`src/rtl/approx_mul_pkg.sv`:
```
// Shared definitions for the approximate multiplier family.
//   mode_t   : per-cell approximation mode of a configurable half adder
//   cells()  : number of configurable HA cells for operand width w
//   addr_w() : width of the config address that selects one cell
package approx_mul_pkg;

  typedef enum logic [1:0] {
    MODE_EXACT = 2'b00,  // {c,s} = a + b
    MODE_CARRY = 2'b01,  // c = a, s = 0
    MODE_OR    = 2'b10,  // s = a | b, c = 0
    MODE_ELIM  = 2'b11   // c = s = 0
  } mode_t;

  // W/2 row pairs, W-1 cells per pair.
  function automatic int cells(input int w);
    return (w / 2) * (w - 1);
  endfunction

  function automatic int addr_w(input int w);
    return $clog2(cells(w));
  endfunction

endpackage

```
`src/rtl/approx_mul_ha_pipe_ha_cell_cfg.sv`:
```
// Combinational half adder whose behaviour is chosen at run time.
//   a, b : one-bit operands of equal weight
//   mode : approximation mode (mode_t encoding)
//   s    : sum bit (same weight as a/b)
//   c    : carry bit (one weight higher)
module ha_cell_cfg
  import approx_mul_pkg::*;
(
  input  logic       a,
  input  logic       b,
  input  logic [1:0] mode,
  output logic       s,
  output logic       c
);

  always_comb begin
    s = 1'b0;
    c = 1'b0;
    case (mode_t'(mode))
      MODE_EXACT: begin
        s = a ^ b;
        c = a & b;
      end
      // The carry simply forwards a; used when a is known to dominate.
      MODE_CARRY: c = a;
      MODE_OR:    s = a | b;
      default: begin
        s = 1'b0;
        c = 1'b0;
      end
    endcase
  end

endmodule

```
`src/rtl/approx_mul_ha_pipe.sv`:
```
// Pipelined unsigned approximate multiplier built from a half-adder array.
// Partial-product rows are paired; each pair is compressed by a row of
// run-time configurable half adders, and the compressed arrays are summed
// into a 2W-bit product.
//
// Ports:
//   clk, rst            : clock, synchronous active-high reset
//   cfg_we/addr/mode    : write one cell mode (addr = k*(W-1)+j)
//   cfg_ready           : pipeline empty; a write is taken when cfg_we && cfg_ready
//   in_valid/in_ready   : operand handshake (in_x, in_y)
//   out_valid/out_ready : product handshake (out_p)
//
// Handshake: a transfer happens on a rising edge where valid && ready are
// both high. A producer keeps valid and data stable until the transfer;
// ready may depend combinationally on the consumer's ready, never on valid.
//
// Pipeline: S1 operands -> S2 compressed t/b arrays -> S3 product.
// Each stage advances when it is empty or the next stage can take its
// content, so bubbles collapse and throughput is one operand per cycle.
module approx_mul_ha_pipe
  import approx_mul_pkg::*;
#(
  parameter  int W     = 8,
  localparam int CELLS = cells(W),
  localparam int AW    = addr_w(W)
) (
  input  logic            clk,
  input  logic            rst,
  input  logic            cfg_we,
  input  logic [AW-1:0]   cfg_addr,
  input  logic [1:0]      cfg_mode,
  output logic            cfg_ready,
  input  logic            in_valid,
  output logic            in_ready,
  input  logic [W-1:0]    in_x,
  input  logic [W-1:0]    in_y,
  output logic            out_valid,
  input  logic            out_ready,
  output logic [2*W-1:0]  out_p
);

  localparam int NP = W / 2;
  localparam logic [AW:0] CELLS_V = (AW + 1)'(CELLS);

  // ---------------------------------------------------------------- state
  mode_t            mode_q [CELLS];
  mode_t            mode_d [CELLS];

  logic             v1_q, v1_d;
  logic [W-1:0]     x1_q, x1_d;
  logic [W-1:0]     y1_q, y1_d;

  logic             v2_q, v2_d;
  logic [W:0]       t_q [NP];
  logic [W:0]       t_d [NP];
  logic [W-2:0]     b_q [NP];
  logic [W-2:0]     b_d [NP];

  logic             v3_q, v3_d;
  logic [2*W-1:0]   p_q, p_d;

  // ---------------------------------------------------------------- flow
  logic ready1, ready2, ready3;
  logic in_fire, ld2, ld3, cfg_fire, addr_ok;

  assign ready3   = !v3_q || out_ready;
  assign ready2   = !v2_q || ready3;
  assign ready1   = !v1_q || ready2;

  // A config write owns the cycle: no operand is taken alongside it.
  assign in_ready  = ready1 && !cfg_we;
  assign in_fire   = in_valid && in_ready;
  assign ld2       = v1_q && ready2;
  assign ld3       = v2_q && ready3;

  assign cfg_ready = !v1_q && !v2_q && !v3_q;
  assign addr_ok   = ({1'b0, cfg_addr} < CELLS_V);
  assign cfg_fire  = cfg_we && cfg_ready && addr_ok;

  assign out_valid = v3_q;
  assign out_p     = p_q;

  // ---------------------------------------------------------------- cells
  logic [W-2:0] s_w [NP];
  logic [W-2:0] c_w [NP];

  for (genvar k = 0; k < NP; k++) begin : g_pair
    for (genvar j = 0; j < W - 1; j++) begin : g_cell
      // a = pp[2k][j+1], b = pp[2k+1][j]; both carry weight j+1.
      ha_cell_cfg u_cell (
        .a    (x1_q[2*k] & y1_q[j+1]),
        .b    (x1_q[2*k+1] & y1_q[j]),
        .mode (mode_q[k*(W-1)+j]),
        .s    (s_w[k][j]),
        .c    (c_w[k][j])
      );
    end
  end

  // ---------------------------------------------------------------- next state
  always_comb begin
    for (int i = 0; i < CELLS; i++) mode_d[i] = mode_q[i];
    if (cfg_fire) mode_d[cfg_addr] = mode_t'(cfg_mode);
  end

  always_comb begin
    v1_d = v1_q;
    x1_d = x1_q;
    y1_d = y1_q;
    if (ready1) v1_d = in_fire;
    if (in_fire) begin
      x1_d = in_x;
      y1_d = in_y;
    end
  end

  // t holds the top row with the cell sums merged in (weights 0..W);
  // b holds the carries and the lone MSB of the bottom row (weights 2..W).
  always_comb begin
    v2_d = v2_q;
    for (int k = 0; k < NP; k++) begin
      t_d[k] = t_q[k];
      b_d[k] = b_q[k];
    end
    if (ready2) v2_d = v1_q;
    if (ld2) begin
      for (int k = 0; k < NP; k++) begin
        t_d[k] = {c_w[k][W-2], s_w[k], x1_q[2*k] & y1_q[0]};
        b_d[k] = {x1_q[2*k+1] & y1_q[W-1], c_w[k][W-3:0]};
      end
    end
  end

  // Pair k sits at weight 2k in the final product.
  logic [2*W-1:0] sum_w;
  always_comb begin
    logic [2*W-1:0] pv;
    sum_w = '0;
    pv    = '0;
    for (int k = 0; k < NP; k++) begin
      pv    = {{(W-1){1'b0}}, t_q[k]} + ({{(W+1){1'b0}}, b_q[k]} << 2);
      sum_w = sum_w + (pv << (2 * k));
    end
  end

  always_comb begin
    v3_d = v3_q;
    p_d  = p_q;
    if (ready3) v3_d = v2_q;
    if (ld3)    p_d  = sum_w;
  end

  // ---------------------------------------------------------------- registers
  always_ff @(posedge clk) begin
    if (rst) begin
      for (int i = 0; i < CELLS; i++) mode_q[i] <= MODE_EXACT;
      v1_q <= 1'b0;
      x1_q <= '0;
      y1_q <= '0;
      v2_q <= 1'b0;
      for (int k = 0; k < NP; k++) begin
        t_q[k] <= '0;
        b_q[k] <= '0;
      end
      v3_q <= 1'b0;
      p_q  <= '0;
    end else begin
      for (int i = 0; i < CELLS; i++) mode_q[i] <= mode_d[i];
      v1_q <= v1_d;
      x1_q <= x1_d;
      y1_q <= y1_d;
      v2_q <= v2_d;
      for (int k = 0; k < NP; k++) begin
        t_q[k] <= t_d[k];
        b_q[k] <= b_d[k];
      end
      v3_q <= v3_d;
      p_q  <= p_d;
    end
  end

endmodule
```
`config.mk`:
```
export PLATFORM = sky130hd
export DESIGN_NAME = approx_mul_ha_pipe
export DESIGN_NICKNAME = d
export VERILOG_FILES = /design/src/rtl/approx_mul_pkg.sv /design/src/rtl/approx_mul_ha_pipe_ha_cell_cfg.sv /design/src/rtl/approx_mul_ha_pipe.sv
export SDC_FILE = /design/constraint.sdc
export NUM_CORES = 1
export LEC_CHECK = 0
export BUFFER_PORTS_ARGS = -buffer_cell sky130_fd_sc_hd__buf_2
export CORE_UTILIZATION = 40
export DETAILED_ROUTE_END_ITERATION = 7
export PLACE_DENSITY = 0.59
export SLEW_MARGIN = 40
export SYNTH_ARGS = -nofsm -noshare
export SYNTH_HDL_FRONTEND = slang
export SYNTH_SLANG_ARGS = --single-unit
```
`constraint.sdc`:
```
create_clock -name clk -period 6.6 [get_ports clk]
set_clock_uncertainty 0.2 [all_clocks]
set_input_delay 0 -clock clk [delete_from_list [all_inputs] [get_ports clk]]
set_output_delay 0 -clock clk [all_outputs]
set_load 0.01 [all_outputs]
```
; ---- Yosys cells after proc, flatten, opt, wreduce, memory -nomap -nowiden
; Memories as Yosys holds them, arrays and structs flattened.
; Cells that the tools add are included.
[classes]
bitwise = 185
eq_ne = 56
addsub = 7
muxes = 101
magnitude_cmp = 3
reduce_logical = 44
[ops]
columns = operator, count
row1 = one-hot mux 1 bit (2 select lines), 56
row2 = bitwise AND 1 bit, 92
row3 = bitwise OR 1 bit, 64
row4 = 2-to-1 mux 2 bit, 29
row5 = bitwise mux 56 bit, 1
row6 = "== test 2 x 1 -> 1 bit, second input constant", 28
row7 = "== test 2 bit, second input constant", 28
row8 = logical NOT 2 bit, 28
row9 = 2-to-1 mux 56 bit, 1
row10 = adder 9 x 9 -> 10 bit, 4
row11 = 2-to-1 mux 36 bit, 1
row12 = 2-to-1 mux 9 bit, 4
row13 = 2-to-1 mux 28 bit, 1
row14 = 2-to-1 mux 7 bit, 4
row15 = XOR 1 bit, 28
row16 = adder 15 x 16 -> 16 bit, 1
row17 = adder 13 x 14 -> 15 bit, 1
row18 = adder 10 x 12 -> 13 bit, 1
row19 = demux 2 bit (select 5 bit), 1
row20 = logical AND 1 bit, 9
row21 = "greater-or-equal comparator 6 bit, second input constant", 1
row22 = "< comparator 6 x 1 -> 1 bit, second input constant", 1
row23 = inverter 5 -> 6 bit, 1
row24 = "< comparator 5 bit, second input constant", 1
row25 = other kinds (3), 10
[word_totals]
out_inout_bits = 19
regBits = 35
n_memories = 3
input_bits = 28
wordCells = 405
ram_bits = 120
[memory_table]
columns = name, words, width, read_ports, rd_clocked_by_memory_dff, write_ports, line_no
row1 = mode_q, 28, 2, 28, 0, 28, approx_mul_ha_pipe.sv:46  ; mode_t mode_q [CELLS];
row2 = t_q, 4, 9, 4, 0, 4, approx_mul_ha_pipe.sv:54  ; logic [W:0] t_q [NP];
row3 = b_q, 4, 7, 4, 0, 4, approx_mul_ha_pipe.sv:56  ; logic [W-2:0] b_q [NP];

; ---- Depth between registers and ports, before layout
[depth]
ltp_word = 8
mapped_depth = 19
ltp_nobuf = 19

; ---- Hierarchy
; A second synthesis with hierarchy kept.
[unflattened]
hier_cells = 1197
area_unflattened_um2 = 9484.1
[by_module_without_submodules]
columns = mod, area_each_um2, cells_each, seq_area_each_um2, n_inst
row1 = approx_mul_ha_pipe, 7872.6, 973, 3103.0, 1
row2 = ha_cell_cfg, 57.6, 8, 0.0, 28

; ---- Least setup slack after synthesis
; No wires, ideal clock.
[synth_path]
path_kind = reg2reg
from = mem b_q[1][0] in the netlist's numbering
to = reg p_q[15], in the netlist out_p[15]
n_path_buf = 0
period_less_slack_ns = 4.686
setup_ns = 0.070
path_stages_with_launch = 20
arrival_ns = 4.416
path_slack_ns = 1.914
t_required_ns = 6.330
cell_sequence = dfxtp_1 > ha_1 > fa_1 > a21oi_1 > nor2_1 > nor2_1 > xnor2_1 > fa_1 > inv_1 > fa_1 > inv_1 > fa_1 > inv_1 > ha_1 > o21a_1 > o31a_1 > or3_1 > a21oi_2 > xnor3_1 > a21oi_1
[synth_lines]
columns = item, line_no
row1 = "start, declared", approx_mul_ha_pipe.sv:56
row2 = "end signal, assigned", approx_mul_ha_pipe.sv:178  ; p_q <= p_d;
row3 = "end, declared", approx_mul_ha_pipe.sv:60  ; logic [2*W-1:0] p_q, p_d;

==> results.json <==
{
  "finalCritPeriodShare": 0.746,
  "cts_tree": "built",
  "hold_viol": 0,
  "pwr-share-comb": 0.059,
  "p_sw_frac": 0.263,
  "clk_pin_slew_ps": 70,
  "wl_met3_um": 1100,
  "whs_path_depth": 3,
  "ir_worst_vdd_v": 0.000156,
  "p_seq_frac": 0.467,
  "drtPass1Iterations": 5,
  "row_count": 55,
  "cts_setup_buffers": 0,
  "coreArea_um2": 22900,
  "synth_edf_count": 0,
  "maxCapViolCount": 0,
  "clock_latency_ps": 440,
  "rr_endpoint": "out_p[15]$_SDFFE_PP0P_",
  "dpl.hpwl_um": 16300,
  "wl_um": 23900,
  "p_int_w": 0.00152,
  "reg2reg_depth": 19,
  "crit_fanout": 4,
  "outcome": "finished clean",
  "synth_top_family_by_area": "simple AND/OR/NAND/NOR gates",
  "power_density_nw_per_um2": 188,
  "wl_met2_um": 10400,
  "via_per_inst": 5.06,
  "ant_nets": 0,
  "clock-sinks": 155,
  "crit_type": "flop to flop",
  "grt.total_usage": 0.207,
  "period_needed_ps": 4920,
  "die_h_um": 156,
  "max_slew.worst_pin.slew_ps": 951,
  "syn_nets": 1329,
  "grt_pass1_vias": 7378,
  "grt_max_degree": 98,
  "slew_headroom": 0.349,
  "start_kind": "flop",
  "cts.path.max_buffers": 2,
  "fin_util": 0.478,
  "critical-path-max-stage-delay_ps": 540,
  "diodes": 0,
  "drive_gt1_frac": 0.0839,
  "yosys_most_used_dff": "dfxtp_1",
  "avgRoutedWirePerCell_um": 15.4,
  "fin_setup_tns_ps": 0,
  "r2r-start": "b_q[1][0]$_SDFFE_PP0P_",
  "setup.worst_path.end_class": "flop",
  "cts_buffers": 17,
  "wl_met1_um": 12000,
  "drc": 0,
  "hold_start": "in_valid",
  "synthMuxAreaShare": 0.0752,
  "layout_common_cells": "162 x nand2_1, 155 x dfxtp_1, 146 x a21oi_1, 126 x inv_1, 104 x ha_1",
  "ios": 47,
  "fmaxAchievable_mhz": 203,
  "synthArstFlopShare": 0,
  "drt_iter0_drc": 361,
  "dr.max_layer_used": "met4",
  "ys_ff_latch": 155,
  "slew_viol_final": 0,
  "yosys.cell_types.count": 51,
  "start_util": 0.412,
  "area_growth_pct": 16.0,
  "grt-ovfl-total": 0,
  "root_buffer": "clkbuf_16",
  "cp.arrival_ps": 5090,
  "worstHoldEndpoint": "v1_q$_SDFFE_PP0N_",
  "setup_viol": 0,
  "syn_inst": 1175,
  "crit_family": "adder cells",
  "hp-class": "input port to flop",
  "grt_antenna_before_repair": 0,
  "path_buf_inv": 3,
  "synthSimpleGateAreaFrac": 0.204,
  "synth_xor_area_frac": 0.0191,
  "synth_warnings": 0,
  "synthAdderAreaFrac": 0.184,
  "nets": 1380,
  "grt_pass1_wl_um": 39100,
  "gp_congestion": 0.828,
  "netSwitchingPower_w": 0.000544,
  "die-area_um2": 24200,
  "rsz0062_at_grt": "no",
  "worstPathCellList": "ha_1, fa_1, a21oi_1, nor2_1, nor2_1, xnor2_1, fa_1, inv_1, fa_1, inv_1, fa_1, inv_1, ha_1, o21a_1, o31a_1, or3_1, a21oi_2, xnor3_1, a21oi_1",
  "leakage_nw": 5.07,
  "portBuffers": 46,
  "required_ps": 6770,
  "rrSetupSlack_ps": 1680,
  "synth_compound_area_frac": 0.110,
  "critPathMostFrequentCell": "fa_1",
  "clkPwrFrac": 0.474,
  "mostFrequentLayoutCell": "nand2_1",
  "synth_area_um2": 9450,
  "cts_htree_levels": 4,
  "synth_area_per_cell_um2": 8.04,
  "die-width_um": 156,
  "cp_slowest_cell": "fa_1",
  "num_vias": 7848,
  "yosysSeqAreaShare": 0.328
}
## cell type report
class / count / area [um2]
clock buffers: 17 / 425
well taps: 313 / 392
flip-flops and latches: 155 / 3100
clock inverters: 15 / 154
inverters: 126 / 473
fillers: 2200 / 12000
repair buffers: 102 / 806
multi-input cells: 824 / 5610
## synth_stat cells (9+ instances only)
library cell	number	area share
nand3_1	63	0.033
clkbuf_1	52	0.021
mux2i_1	71	0.075
dfxtp_1	155	0.33
fa_1	22	0.047
inv_1	126	0.050
nor2_1	97	0.039
nand2_1	162	0.064
buf_2	15	0.0079
a21oi_1	146	0.077
ha_1	104	0.14
nor3_1	57	0.030
nor2b_1	9	0.0060
xnor2_1	11	0.010
o21ai_0	9	0.0048
## timing repair
item / 4_1_cts / 5_1_grt
hold buffers: 50 / 0
resized for setup: 0 / 0
endpoints found under the hold margin: 100 / 0
## metrics by stage
step / hold slack [ps] / setup slack [ps] / power (W) / instance area (um2) / cells
after floorplan: -52.5 / 1910 / 0.00105 / 9450 / 1175
after global placement: 55.4 / 1720 / 0.00108 / 9820 / 1467
after detailed placement: 62.8 / 1670 / 0.00109 / 9860 / 1469
after CTS: 161 / 1650 / 0.00208 / 10900 / 1551
after global routing: 263 / 1360 / 0.00214 / 11000 / 1552
final: 176 / 1680 / 0.00207 / 11000 / 1552
## sequential cells by signal, summed over array words and instances, names as in the netlist
register,count
mode_q,56
y1_q,8
b_q,28
v1_q,1
v2_q,1
out_valid,1
t_q,36
out_p,16
x1_q,8
## power groups by stage
stage | logic [W] | registers (W) | clock network [W]
after floorplan | 0.0000772 | 0.000969 | 0
after global placement | 0.0000965 | 0.000986 | 0
after detailed placement | 0.0000998 | 0.000986 | 0
after CTS | 0.000119 | 0.000965 | 0.000999
after global routing | 0.000133 | 0.000966 | 0.00104
final | 0.000121 | 0.000965 | 0.000980
## worst register-to-register path, stage by stage (launching register included)
cell and delay (ps):
dfxtp_1 310, ha_1 220, fa_1 410, a21oi_1 150
nor2_1 50, nor2_1 160, xnor2_1 120, fa_1 540
inv_1 50, fa_1 490, inv_1 50, fa_1 490
inv_1 40, ha_1 330, o21a_1 180, o31a_1 130
or3_1 330, a21oi_2 160, xnor3_1 310, a21oi_1 130
## worst max-delay path by stage
stage / startpoint / endpoint / depth (start not counted)
floorplan: b_q[1][0]$_SDFFE_PP0P_ / out_p[15]$_SDFFE_PP0P_ / 19
global placement: b_q[1][0]$_SDFFE_PP0P_ / out_p[15]$_SDFFE_PP0P_ / 19
detailed placement: b_q[1][0]$_SDFFE_PP0P_ / out_p[15]$_SDFFE_PP0P_ / 19
CTS: b_q[1][0]$_SDFFE_PP0P_ / out_p[15]$_SDFFE_PP0P_ / 19
global route: b_q[1][0]$_SDFFE_PP0P_ / out_p[15]$_SDFFE_PP0P_ / 19
finish: b_q[1][0]$_SDFFE_PP0P_ / out_p[15]$_SDFFE_PP0P_ / 19
## layer usage
layer	vias up	track usage
li1	4010	-
met1	3650	0.294
met2	162	0.322
met3	26	0.0317
met4	0	0.0630
met5	-	0
## logic make-up (layout without fill, tap and decap cells)
| group | after synthesis | after routing |
|---|---|---|
| XOR/XNOR | 19 | 19 |
| AND/OR/NAND/NOR | 420 | 420 |
| multiplexers | 71 | 71 |
| AO/OA/AOI/OAI | 188 | 188 |
| buffers and inverters | 196 | 260 |
| adder cells (fa/ha/maj) | 126 | 126 |
| flip-flops | 155 | 155 |
Note: power is estimated with default switching activity, not from simulation.
